==> src/rtl/mario_pkg.sv <==
`default_nettype none
//------------------------------------------------------------------------------
// Module      : mario_pkg
// Description : Shared types and widths for the Mario motion/control slice.
//               Holds the motion FSM state type, datapath widths, the accel
//               width shared with the control FSM, and a velocity saturator.
// Revision    : 1.0 - initial release
//------------------------------------------------------------------------------
package mario_pkg;

  localparam int POS_W = 10;  // screen position width (unsigned)
  localparam int VEL_W = 6;   // velocity width (two's complement)
  localparam int ACC_W = 3;   // acceleration magnitude width (unsigned)

  typedef enum logic [2:0] {
    IDLE  = 3'd0,
    VEL   = 3'd1,
    POS   = 3'd2,
    CLAMP = 3'd3,
    DONE  = 3'd4
  } motion_state_t;

  // Clamp an 8-bit signed intermediate velocity to [-i_lim, +i_lim] and
  // narrow it to the stored velocity width.
  function automatic logic signed [VEL_W-1:0] sat_vel(input logic signed [7:0] i_v,
                                                      input int                i_lim);
    logic signed [7:0] w_lim;
    logic signed [7:0] w_res;
    w_lim = 8'(i_lim);
    if (i_v > w_lim) begin
      w_res = w_lim;
    end else if (i_v < -w_lim) begin
      w_res = -w_lim;
    end else begin
      w_res = i_v;
    end
    return w_res[VEL_W-1:0];
  endfunction

endpackage
`default_nettype wire

==> src/rtl/mario_motion_frame_edge.sv <==
`default_nettype none
//------------------------------------------------------------------------------
// Module      : frame_edge
// Description : Single-register rising-edge detector for the vsync-derived
//               frame level. o_tick is high for the one Clk cycle in which
//               i_level is high and was low the cycle before.
// Ports       : Clk     - system clock
//               Reset   - synchronous, active-high
//               i_level - frame level, synchronous to Clk
//               o_tick  - rising-edge pulse (combinational from i_level)
// Revision    : 1.0 - initial release
//------------------------------------------------------------------------------
module frame_edge (
  input  logic Clk,
  input  logic Reset,
  input  logic i_level,
  output logic o_tick
);

  logic r_level_q;

  always_ff @(posedge Clk) begin
    if (Reset) begin
      r_level_q <= 1'b0;
    end else begin
      r_level_q <= i_level;
    end
  end

  assign o_tick = i_level & ~r_level_q;

endmodule
`default_nettype wire

==> src/rtl/mario_motion.sv <==
`default_nettype none
//------------------------------------------------------------------------------
// Module      : mario_motion
// Description : Per-frame motion integrator for Mario. On each frame tick it
//               steps VEL -> POS -> CLAMP -> DONE, updating velocity from the
//               control FSM's accelerations, integrating position, and
//               clamping to the playfield. All arithmetic saturates.
// Ports       : Clk            - system clock
//               Reset          - synchronous, active-high
//               i_frame_clk    - vsync-derived level, synchronous to Clk
//               i_right_accel  - rightward accel magnitude (ACC_W)
//               i_left_accel   - leftward accel magnitude (ACC_W)
//               i_up_accel     - upward accel magnitude (ACC_W)
//               i_down_accel   - downward accel magnitude (ACC_W)
//               i_stand_still  - apply friction to X velocity
//               o_pos_x/o_pos_y- unsigned position, Y grows downward
//               o_vel_x/o_vel_y- signed velocity
//               o_is_ground    - Mario rests on the floor
//               o_facing_left  - sprite orientation
//               o_update_done  - one-cycle pulse when frame values are valid
// Revision    : 1.0 - initial release
//------------------------------------------------------------------------------
module mario_motion
  import mario_pkg::*;
#(
  parameter int START_X  = 100,
  parameter int GROUND_Y = 400,
  parameter int X_MIN    = 0,
  parameter int X_MAX    = 620,
  parameter int Y_MIN    = 0,
  parameter int VX_MAX   = 4,
  parameter int VY_MAX   = 8,
  parameter int GRAVITY  = 1
) (
  input  logic                    Clk,
  input  logic                    Reset,
  input  logic                    i_frame_clk,
  input  logic [ACC_W-1:0]        i_right_accel,
  input  logic [ACC_W-1:0]        i_left_accel,
  input  logic [ACC_W-1:0]        i_up_accel,
  input  logic [ACC_W-1:0]        i_down_accel,
  input  logic                    i_stand_still,
  output logic [POS_W-1:0]        o_pos_x,
  output logic [POS_W-1:0]        o_pos_y,
  output logic signed [VEL_W-1:0] o_vel_x,
  output logic signed [VEL_W-1:0] o_vel_y,
  output logic                    o_is_ground,
  output logic                    o_facing_left,
  output logic                    o_update_done
);

  localparam logic signed [7:0]  c_GRAVITY = 8'(GRAVITY);
  localparam logic signed [11:0] c_X_MIN   = 12'(X_MIN);
  localparam logic signed [11:0] c_X_MAX   = 12'(X_MAX);
  localparam logic signed [11:0] c_Y_MIN   = 12'(Y_MIN);
  localparam logic signed [11:0] c_GND_Y   = 12'(GROUND_Y);

  logic                    w_tick;
  motion_state_t           r_state;
  logic signed [11:0]      r_px_sum;
  logic signed [11:0]      r_py_sum;

  frame_edge u_frame_edge (
    .Clk     (Clk),
    .Reset   (Reset),
    .i_level (i_frame_clk),
    .o_tick  (w_tick)
  );

  // Velocity datapath: 8-bit signed intermediates so nothing wraps before
  // saturation.
  logic signed [7:0]       w_vx_ext;
  logic signed [7:0]       w_vy_ext;
  logic signed [7:0]       w_right;
  logic signed [7:0]       w_left;
  logic signed [7:0]       w_up;
  logic signed [7:0]       w_down;
  logic signed [7:0]       w_vx_fric;
  logic signed [7:0]       w_vx_raw;
  logic signed [7:0]       w_vy_raw;
  logic signed [VEL_W-1:0] w_vx_new;
  logic signed [VEL_W-1:0] w_vy_new;
  logic                    w_friction;

  assign w_vx_ext = 8'(o_vel_x);
  assign w_vy_ext = 8'(o_vel_y);
  assign w_right  = $signed({{(8-ACC_W){1'b0}}, i_right_accel});
  assign w_left   = $signed({{(8-ACC_W){1'b0}}, i_left_accel});
  assign w_up     = $signed({{(8-ACC_W){1'b0}}, i_up_accel});
  assign w_down   = $signed({{(8-ACC_W){1'b0}}, i_down_accel});

  // Friction only applies when no horizontal push is requested; it moves the
  // velocity a single step toward zero.
  assign w_friction = i_stand_still && (i_right_accel == '0) && (i_left_accel == '0);
  assign w_vx_fric  = (w_vx_ext > 8'sd0) ? (w_vx_ext - 8'sd1) :
                      (w_vx_ext < 8'sd0) ? (w_vx_ext + 8'sd1) : 8'sd0;
  assign w_vx_raw   = w_friction ? w_vx_fric : (w_vx_ext + w_right - w_left);

  // Standing on the floor without a jump request pins vertical speed to zero
  // so gravity does not accumulate while grounded.
  assign w_vy_raw = (o_is_ground && (i_up_accel == '0)) ? 8'sd0 :
                    (w_vy_ext + w_down + c_GRAVITY - w_up);

  assign w_vx_new = sat_vel(w_vx_raw, VX_MAX);
  assign w_vy_new = sat_vel(w_vy_raw, VY_MAX);

  // Position datapath: 12-bit signed so an overshoot past the left wall or
  // ceiling is representable before clamping.
  logic signed [11:0] w_px_sum;
  logic signed [11:0] w_py_sum;

  assign w_px_sum = $signed({{(12-POS_W){1'b0}}, o_pos_x}) + 12'(o_vel_x);
  assign w_py_sum = $signed({{(12-POS_W){1'b0}}, o_pos_y}) + 12'(o_vel_y);

  always_ff @(posedge Clk) begin
    if (Reset) begin
      r_state       <= IDLE;
      r_px_sum      <= '0;
      r_py_sum      <= '0;
      o_pos_x       <= POS_W'(START_X);
      o_pos_y       <= POS_W'(GROUND_Y);
      o_vel_x       <= '0;
      o_vel_y       <= '0;
      o_is_ground   <= 1'b1;
      o_facing_left <= 1'b0;
      o_update_done <= 1'b0;
    end else begin
      o_update_done <= 1'b0;
      case (r_state)
        IDLE: begin
          if (w_tick) begin
            r_state <= VEL;
          end
        end
        VEL: begin
          o_vel_x <= w_vx_new;
          o_vel_y <= w_vy_new;
          if (w_vx_new < 0) begin
            o_facing_left <= 1'b1;
          end else if (w_vx_new > 0) begin
            o_facing_left <= 1'b0;
          end
          r_state <= POS;
        end
        POS: begin
          r_px_sum <= w_px_sum;
          r_py_sum <= w_py_sum;
          r_state  <= CLAMP;
        end
        CLAMP: begin
          if (r_px_sum < c_X_MIN) begin
            o_pos_x <= POS_W'(X_MIN);
            o_vel_x <= '0;
          end else if (r_px_sum > c_X_MAX) begin
            o_pos_x <= POS_W'(X_MAX);
            o_vel_x <= '0;
          end else begin
            o_pos_x <= r_px_sum[POS_W-1:0];
          end

          if (r_py_sum >= c_GND_Y) begin
            o_pos_y     <= POS_W'(GROUND_Y);
            o_vel_y     <= '0;
            o_is_ground <= 1'b1;
          end else if (r_py_sum < c_Y_MIN) begin
            o_pos_y     <= POS_W'(Y_MIN);
            o_vel_y     <= '0;
            o_is_ground <= 1'b0;
          end else begin
            o_pos_y     <= r_py_sum[POS_W-1:0];
            o_is_ground <= 1'b0;
          end

          o_update_done <= 1'b1;
          r_state       <= DONE;
        end
        DONE: begin
          r_state <= IDLE;
        end
        default: begin
          r_state <= IDLE;
        end
      endcase
    end
  end

endmodule
`default_nettype wire

==> config.mk <==
export PLATFORM = sky130hd
export DESIGN_NAME = mario_motion
export DESIGN_NICKNAME = d
export VERILOG_FILES = /design/src/rtl/mario_pkg.sv /design/src/rtl/mario_motion_frame_edge.sv /design/src/rtl/mario_motion.sv
export SDC_FILE = /design/constraint.sdc
export NUM_CORES = 1
export LEC_CHECK = 0
export CAP_MARGIN = 20
export CELL_PAD_IN_SITES_DETAIL_PLACEMENT = 0
export CELL_PAD_IN_SITES_GLOBAL_PLACEMENT = 2
export CORE_ASPECT_RATIO = 0.75
export CORE_UTILIZATION = 34
export DETAILED_ROUTE_END_ITERATION = 10
export PLACE_DENSITY_LB_ADDON = 0.1
export SKIP_CTS_REPAIR_TIMING = 1
export SLEW_MARGIN = 20
export SYNTH_ARGS = -nofsm -noshare
export SYNTH_HDL_FRONTEND = slang
export SYNTH_SLANG_ARGS = --single-unit
==> constraint.sdc <==
create_clock -name Clk -period 3.72 [get_ports Clk]
set_clock_uncertainty 0.15 [all_clocks]
set_input_delay 0.93 -clock Clk [delete_from_list [all_inputs] [get_ports Clk]]
set_output_delay 0.93 -clock Clk [all_outputs]
set_load 0.01 [all_outputs]
==> run metrics, run 1 <==
status=finished clean; leakage=2.26 nW; Fin. Hold Viols=0; initial DRC count=181; vias per inst=5.33; later-pin clock latency in the skew report=0.33 ns; vias in the first global route=4028; final slew viol count=0; CP Class=input pin to register; H-tree levels=3; n_diodes=0; largest net degree at the start of global routing=41; post-synth cell types=69; Power per Cell Area=439 nW/um^2; Slew @ Worst Pin=0.749 ns; post-synthesis async set-or-reset flop share=0%; cell taking the most area after synthesis=dfxtp_1; die width=135 um; period utilization=95.9%; WP data required=3.81 ns; Mapped Area=4510 um^2; list of most frequent post-synthesis cells=dfxtp_1 (63), nor2_1 (47), inv_1 (45); main flop type after synthesis=dfxtp_1; post-DP HPWL=9650 um; Worst Hold Class=register to register; worst path cell trace=clkdlybuf4s50_1 -> inv_1 -> fa_1 -> inv_1 -> ha_1 -> or2_2 -> a31oi_1 -> a41o_2 -> a2bb2oi_2 -> nand4_1 -> a311oi_1; register area share after synthesis=28.0%; y dimension of the die=102 um; Slowest cell on crit path=fa_1; GRT Resource Usage Total=19.5%; fill count=1331; global-route wire length before repair=21000 um; Initial Utilization=34.7%; most frequent CP cell=inv_1; Post-Synth XOR/XNOR Area=2.33%; Post-Synth Adder-Cell Area=15.8%; CTS root buf=clkbuf_16; main combinational cell family by area after synthesis=compound AO/OA/AOI/OAI gates; initial antenna violation count=0; placed cell areas=5390 um^2; Routed WL per cell=16.1 um; slowest stage delay, CP=0.54 ns; Sink Count=63; Max VDD drop=0.305 mV; CP Buf/Inv Count=3; drc violations=0; fmax=280 MHz; most common cell in the synthesized netlist=dfxtp_1; TritonRoute pass-1 iters=5; io pins=51; P&R area growth vs syn=26.7%; Compound-Gate Fraction of Synth Area=26.9%; CP endpoint kind=register; routed wire length=12800 um; RSZ-0062 raised after global routing=false; mux cell area share after synthesis=0%; Mapped Nets=615; TritonCTS Buffers=9; Period minus WS final=3.57 ns; total gr overflow=0; clk slew on worst S/H paths=0.06 ns; CP Launch Type=input pin; crit path max fanout=3; Die Footprint=13700 um^2; Nets=689; core footprint=13000 um^2; Post-Synth Simple-Gate Area=21.6%; max_slew headroom=49.7%; DRT antenna net count=0; GP Congestion=0.801; CP Data Arrival Time=3.66 ns; number of synthesized flops with an enable pin=0; Max-Cap Viols=0; synth top area cells=dfxtp_1 (28%), ha_1 (12%), a21oi_1 (4.2%); Final Power=2.51 mW; Syn Area/Cell=8.24 um^2; share of cells above drive strength 1=11.2%; routed via count=4249; Row Count=36; Yosys top cell area share=28.0%; post-route cell area=5710 um^2; PortBufs=50; synthesis-stage register bit count=63; Yosys Warn Count=0; clock tree from TritonCTS=yes; Mapped Cells=547; CTS Buffer Depth=2; Final Setup Violations=0; Crit path max-delay family=compound AO/OA/AOI/OAI gates
[where the power goes]
part / internal (mW) / total (mW) / switching [mW]
Sequential: 0.716 / 0.764 / 0.0481
Combinational: 0.417 / 0.892 / 0.475
Clock: 0.519 / 0.851 / 0.332
[stage by stage]
step	utilization (%)	setup TNS, ns	worst slack [ns]	hold slack [ns]	instances
5_1_grt	44.0	0	0.0103	0.323	797
3_5_place_dp	41.5	-1.99	-0.305	0.294	781
2_1_floorplan	-	0	0.285	0.282	547
4_1_cts	43.8	0	0.0498	0.302	797
6_report	44.0	0	0.151	0.302	797
3_3_place_gp	41.5	-1.46	-0.237	0.291	781
[worst paths after layout]
kind,endpoint,cells past startpoint,slack [ns],from
worst max-delay path,o_facing_left,11,0.15,i_right_accel[2]
worst min-delay path,r_py_sum[3],2,0.30,r_py_sum[3]
worst max register to register,o_facing_left,8,0.68,o_vel_x[1]
worst min register to register,r_py_sum[3],2,0.30,r_py_sum[3]
[cell usage in the layout (no fill, tap or decap), drive strengths merged, types with 17 or more instances in the layout]
cell           Yosys  final
dfxtp             63     63
clkdlybuf4s50      0     50
nor2              47     47
inv               45     46
ha                44     44
a21oi             38     38
buf                1     32
o21ai             29     29
nand2             25     25
nor3              25     25
nand3             17     17
[kinds of logic after synthesis]
logic type	count (synthesis)
buffers and inverters	65
AND/OR/NAND/NOR	181
AO/OA/AOI/OAI	174
XOR/XNOR	12
flip-flops	63
adder cells (fa/ha/maj)	52
[cell type report]
type	count	area, um^2	area share, %
clock buffers	9	225	3.95
flip-flops and latches	63	1260	22.1
multi-input cells	419	3020	52.9
clock inverters	7	72.6	1.27
repair buffers	82	741	13.0
well taps	171	214	3.75
inverters	46	173	3.02
[registers in the layout, summed over array words and instances (netlist names)]
| name | count |
|---|---|
| o_facing_left | 1 |
| o_pos_x | 10 |
| r_state | 3 |
| r_px_sum | 12 |
| o_vel_y | 6 |
| o_pos_y | 10 |
| u_frame_edge.r_level_q | 1 |
| o_vel_x | 6 |
| o_update_done | 1 |
| o_is_ground | 1 |
| r_py_sum | 12 |
[worst reg2reg max path, stage by stage, from the launching register on]
cell	delay [ns]
dfxtp_1	0.58
fa_1	0.55
ha_1	0.34
a211o_1	0.29
a31oi_1	0.23
a41o_2	0.24
a2bb2oi_2	0.19
nand4_1	0.12
a311oi_1	0.26
[routing by layer]
| metal | vias to the layer above | GRT usage, % | wire length [um] |
|---|---|---|---|
| met5 | - | 0 | 0 |
| met3 | 11 | 4.20 | 448 |
| met2 | 56 | 28.8 | 5390 |
| met4 | 0 | 3.98 | 119 |
| li1 | 2160 | - | - |
| met1 | 2022 | 28.8 | 6870 |
(Power assumes the default switching activity.)
==> run 2, diff against run 1 <==
- CAP_MARGIN: 20 -> 15
- PLACE_DENSITY: not set -> 0.91
- PLACE_DENSITY_LB_ADDON: 0.1 -> not set
==> run 2 against run 1 <==
Against the previous run: design area shrank 1.2%; core utilization is 0.55 points lower; sequential share of layout area rose by 0.28 points; count of clock-buffer cells in the layout up 4; register-to-register slack worse by 0.09 ns; global-route usage decreased by 0.88 points; die area unchanged; non-clock buffer count decreased by 5; first-iteration DRC count grew 16%; fmax is 0.62% lower.
==> run metrics, run 2 (same netlist as run 1, synthesis figures left out) <==
hold worst-path end=r_py_sum[3]; io pins=51 (unchanged); met3 wire len=457 um (+2.0%); sequential share of power=32.3% (+1.8 points); fill count=1275 (-4.2%); CTS root buf=clkbuf_16; most frequent CP cell=inv_1; most common cell after layout, fill and taps aside=dfxtp_1; final slew viol count=0 (unchanged); Sink Count=63 (unchanged); initial antenna violation count=0 (unchanged); clock tree from TritonCTS=yes; placed cell areas=5350 um^2 (-0.70%); Initial Utilization=34.7% (unchanged); clock share of power=32.3% (-1.7 points); WP data required=3.80 ns (about the same); Worst Hold Class=register to register; Fin. Hold Viols=0 (unchanged); most frequent cells in the layout=dfxtp_1 (63), clkdlybuf4s50_1 (50), nor2_1 (47); placed cell count=776 (-0.64%); total gr overflow=0 (unchanged); later-pin clock latency in the skew report=0.33 ns (about the same); P&R area growth vs syn=25.1%; R2R Setup Slk=0.59 ns (-0.09 ns); min-delay src=r_py_sum[3]; Layout Cells excl Fill=790 (-0.88%); setup TNS=0 ns (unchanged); routed via count=4248 (-0.024%); TritonRoute pass-1 iters=4 (-1); Max-Cap Viols=0 (unchanged); Nets=684 (-0.73%); Fin Hold WS=0.311 ns (+0.00880 ns); n_diodes=0 (unchanged); global-route wire length before repair=20100 um (-4.3%); status=finished clean; H-tree levels=3 (unchanged); CP Class=input pin to register; vias per inst=5.38 (+0.86%); clk slew on worst S/H paths=0.05 ns (about the same); Largest regs=r_px_sum x12, r_py_sum x12; P_int=1.59 mW (-3.5%); core footprint=13000 um^2 (unchanged); drc violations=0 (unchanged); Period minus WS final=3.59 ns (+0.0223 ns); GP Congestion=0.880 (+9.8%); CP endpoint kind=register; switch share=33.5% (-0.55 points); period utilization=96.5% (+0.60 points); Slew @ Worst Pin=1.01 ns (+0.261 ns); Comb pwr share=35.5% (about the same); DRT antenna net count=0 (unchanged); post-route cell area=5640 um^2 (-1.2%); leakage=2.23 nW (-1.6%); worst r2r path cells=11 (+3); Routed WL per cell=15.4 um (-4.0%); PortBufs=50 (unchanged); largest net degree at the start of global routing=40 (-2.4%); vias in the first global route=3972 (-1.4%); GRT Resource Usage Total=18.6% (-0.88 points); worst r2r dst=o_facing_left; Switching Power=805 uW (-5.9%); slowest stage delay, CP=0.53 ns (about the same); CP Data Arrival Time=3.67 ns (about the same); Row Count=36 (unchanged); initial DRC count=210 (+16%); routed wire length=12200 um (-4.9%); y dimension of the die=102 um (unchanged); crit path max fanout=3 (unchanged); Final Setup Violations=0 (unchanged); top layer in use=met4; CP Launch Type=input pin; Max VDD drop=0.251 mV (-18%); fmax=278 MHz (-0.62%); post-DP HPWL=8980 um (-6.9%); CTS Buffer Depth=2 (unchanged); max_slew headroom=32.5% (-17 points); TritonCTS Buffers=9 (unchanged); worst path cell trace=clkdlybuf4s50_1 -> inv_1 -> fa_1 -> inv_1 -> ha_1 -> or2_2 -> a31oi_1 -> a41o_2 -> a2bb2oi_2 -> nand4_1 -> a311oi_1; share of cells above drive strength 1=9.69% (-1.5 points); worst hold path depth=2 (unchanged); wl on met1=6430 um (-6.3%); Slowest cell on crit path=fa_1; WL met2=5220 um (-3.1%); RR Startpoint=o_vel_x[0]; die width=135 um (unchanged); Power per Cell Area=426 nW/um^2 (-3.1%); Die Footprint=13700 um^2 (unchanged)
## run 2: routing by layer
metal / vias to the layer above / global-route usage [%]
met5: - / 0
met4: 0 / 3.28
met3: 8 / 3.95
met2: 64 / 28.7
met1: 2025 / 26.8
li1: 2151 / -
## run 2: worst max-delay path, delay by kind of cell
kind	cells	cell delay, ns
adder cells (fa/ha/maj)	2	0.82
AND/OR/NAND/NOR	2	0.41
AO/OA/AOI/OAI	4	0.94
buffers and inverters	3	0.58
## run 2: per-stage QoR
step           utilization [%]  total power [mW]  setup slack [ns]
3_3_place_gp              41.3              1.61            -0.236
2_1_floorplan                -              1.35             0.285
6_report                  43.5              2.40             0.129
4_1_cts                   43.3              2.40            0.0244
3_5_place_dp              41.3              1.62            -0.333
5_1_grt                   43.5              2.54           -0.0241
## run 2: final cells by class
type	count	area [um^2]	area share, %
multi-input cells	419	3020	53.6
well taps	171	214	3.80
clock inverters	1	5.00	0.0888
clock buffers	13	260	4.62
inverters	46	173	3.06
flip-flops and latches	63	1260	22.4
repair buffers	77	703	12.5
## run 2: worst max path at each step
stage                      from            end  depth (start not counted)
3_3_place_gp    i_down_accel[0]     o_vel_y[1]                         13
5_1_grt         i_down_accel[0]     o_vel_y[1]                         14
4_1_cts         i_down_accel[0]     o_vel_y[1]                         13
2_1_floorplan  i_right_accel[2]  o_facing_left                         10
6_report       i_right_accel[2]  o_facing_left                         11
3_5_place_dp    i_down_accel[0]     o_vel_y[1]                         13
## run 2: power by group through the flow
| stage | registers (mW) | logic (mW) | clock network, mW |
|---|---|---|---|
| final | 0.774 | 0.851 | 0.775 |
| after global routing | 0.782 | 0.942 | 0.818 |
| after CTS | 0.774 | 0.835 | 0.788 |
| after detailed placement | 0.788 | 0.828 | 0 |
| after global placement | 0.787 | 0.820 | 0 |
| after floorplan | 0.776 | 0.570 | 0 |
==> run 3, diff against run 2 <==
- clock period: 3.72 -> 3.7 ns (I/O delays scaled with it)
==> run 3 against run 2 <==
Against the previous run: core utilization up 0.54 points; count of clock-buffer cells in the layout down 1; total power up 4.4%; global-route usage is 0.15 points higher; die area unchanged; cell count increased by 0.51%; combinational power increased by 2.6%; clock power rose by 10%; hold slack about the same; largest cell class unchanged.
==> run metrics, run 3 (same netlist as run 1, synthesis figures left out) <==
status=finished clean; worst path cell trace=clkdlybuf4s50_1 -> inv_1 -> fa_1 -> ha_1 -> nor2_1 -> fa_2 -> nor2b_1 -> o21ai_1 -> a31o_2 -> a32oi_2 -> a2bb2oi_2 -> o2bb2ai_1; Final Power=2.51 mW (+4.4%); P&R area growth vs syn=26.7%; TritonRoute pass-1 iters=4 (unchanged); Sink Count=63 (unchanged); Initial Utilization=34.7% (unchanged); switch share=32.9% (-0.64 points); setup TNS=0 ns (unchanged); H-tree levels=3 (unchanged); CP Launch Type=input pin; sequential share of power=31.1% (-1.2 points); initial DRC count=255 (+21%); Final Setup Violations=0 (unchanged); RR Startpoint=o_vel_x[0]; P_int=1.68 mW (+5.4%); RSZ-0062 raised after global routing=false; CTS root buf=clkbuf_16; most frequent cells in the layout=dfxtp_1 (63), clkdlybuf4s50_1 (50), nor2_1 (47); Nets=687 (+0.44%); io pins=51 (unchanged); GR Util met3=3.60% (-0.35 points); WP data required=3.76 ns (-0.04 ns); DRT antenna net count=0 (unchanged); fill count=1306 (+2.4%); CP Data Arrival Time=3.61 ns (-0.06 ns); GRT Resource Usage Total=18.8% (+0.15 points); Max-Cap Viols=0 (unchanged); final slew viol count=0 (unchanged); CP Buf/Inv Count=2 (-1); Power per Cell Area=439 nW/um^2 (+3.1%); y dimension of the die=102 um (unchanged); leakage=2.25 nW (+1.2%); TritonCTS Buffers=9 (unchanged); Period minus WS final=3.55 ns; Crit path max-delay family=adder cells; most common cell after layout, fill and taps aside=dfxtp_1; drc violations=0 (unchanged); Worst Setup SP=i_down_accel[0]; Slowest cell on crit path=fa_1; Row Count=36 (unchanged); core footprint=13000 um^2 (unchanged); global routing usage on met2=28.2% (-0.48 points); share of cells above drive strength 1=10.9% (+1.2 points); routed wire length=12400 um (+1.7%); fmax=282 MHz; die width=135 um (unchanged); clock tree from TritonCTS=yes; vias per inst=5.44 (+1.2%); Die Footprint=13700 um^2 (unchanged); Routed WL per cell=15.6 um (+1.2%); PortBufs=50 (unchanged); clk slew on worst S/H paths=0.05 ns (about the same); CP Class=input pin to register; total gr overflow=0 (unchanged); later-pin clock latency in the skew report=0.33 ns (about the same); CP endpoint kind=register; Largest regs=r_px_sum x12, r_py_sum x12; vias in the first global route=3980 (+0.20%); global-route wire length before repair=20000 um (-0.24%); min-delay src=r_py_sum[3]; Top Usage Layer GRT=met2; placed cell areas=5370 um^2 (+0.42%); period utilization=95.9%; initial antenna violation count=0 (unchanged); Worst Hold Class=register to register; crit path max fanout=3 (unchanged); met1 Track Usage GR=26.9% (+0.069 points); Comb pwr share=34.8% (-0.7 points); Max VDD drop=0.202 mV (-20%); largest net degree at the start of global routing=39 (-2.5%); Slew @ Worst Pin=0.872 ns (-0.138 ns); Switching Power=824 uW (+2.4%); post-route cell area=5710 um^2 (+1.2%); n_diodes=0 (unchanged); GP Congestion=0.882 (+0.32%); Fin. Hold Viols=0 (unchanged); post-DP HPWL=9100 um (+1.3%); clock share of power=34.1% (+1.8 points); CTS Buffer Depth=2 (unchanged); routed via count=4320 (+1.7%); slowest stage delay, CP=0.52 ns (about the same); max_slew headroom=41.4% (+8.9 points)
[run 3: cell types whose count changed in the layout (fill, tap and decap cells not counted)]
| cell | before | now |
|---|---|---|
| fa_1 | 8 | 7 |
| a31oi_1 | 7 | 6 |
| o31ai_2 | 0 | 1 |
| o31ai_1 | 10 | 9 |
| fa_2 | 0 | 1 |
| buf_4 | 27 | 30 |
| clkinvlp_4 | 0 | 1 |
| clkbuf_1 | 2 | 1 |
| bufinv_16 | 0 | 1 |
| o21ai_1 | 1 | 2 |
| a31oi_2 | 0 | 1 |
| o21ai_0 | 28 | 27 |
[run 3: area by class of cell]
type | count | area [um^2] | share of cell area (%)
multi-input cells | 419 | 3030 | 53.2
flip-flops and latches | 63 | 1260 | 22.1
repair buffers | 80 | 726 | 12.7
clock buffers | 12 | 256 | 4.49
well taps | 171 | 214 | 3.75
inverters | 46 | 173 | 3.03
clock inverters | 3 | 42.5 | 0.745
[run 3: worst register-to-register path: cells and delay by family, from the launching register on]
kind                       cells  cell delay [ns]
and+or+nand+nor                1             0.08
DFF                            1             0.48
xor gates and xnor gates       1             0.18
buffers and inverters          2             0.21
AOI/OAI and AO/OA              4             0.86
adders and majority gates      3             0.92
[run 3: path summary, 6_finish.rpt]
path / endpoint / slack [ns] / cells after the start
worst max-delay path: o_vel_y[1] / 0.15 / 12
worst min-delay path: r_py_sum[3] / 0.31 / 2
worst max register to register: o_facing_left / 0.74 / 11
worst min register to register: r_py_sum[3] / 0.31 / 2
[run 3: power by group through the flow]
stage / sequential, mW / combinational, mW / clock [mW]
6_report: 0.779 / 0.873 / 0.854
5_1_grt: 0.785 / 0.966 / 0.901
4_1_cts: 0.778 / 0.845 / 0.878
3_5_place_dp: 0.791 / 0.840 / 0
3_3_place_gp: 0.791 / 0.828 / 0
2_1_floorplan: 0.780 / 0.573 / 0
[run 3: layer usage]
metal / share of wire (%) / wire length (um) / vias up
met2: 43 / 5300 / 89
met1: 52 / 6460 / 2055
met4: 1.1 / 131 / 0
li1: - / - / 2163
met5: 0 / 0 / -
met3: 4.1 / 511 / 13
[run 3: through the flow]
stage | setup WS, ns | hold slack (ns) | instances | util (%)
2_1_floorplan | 0.270 | 0.282 | 547 | -
3_3_place_gp | -0.252 | 0.289 | 779 | 41.4
3_5_place_dp | -0.347 | 0.303 | 779 | 41.4
4_1_cts | 0.00883 | 0.312 | 794 | 43.7
5_1_grt | 0.00744 | 0.336 | 794 | 44.0
6_report | 0.151 | 0.310 | 794 | 44.0
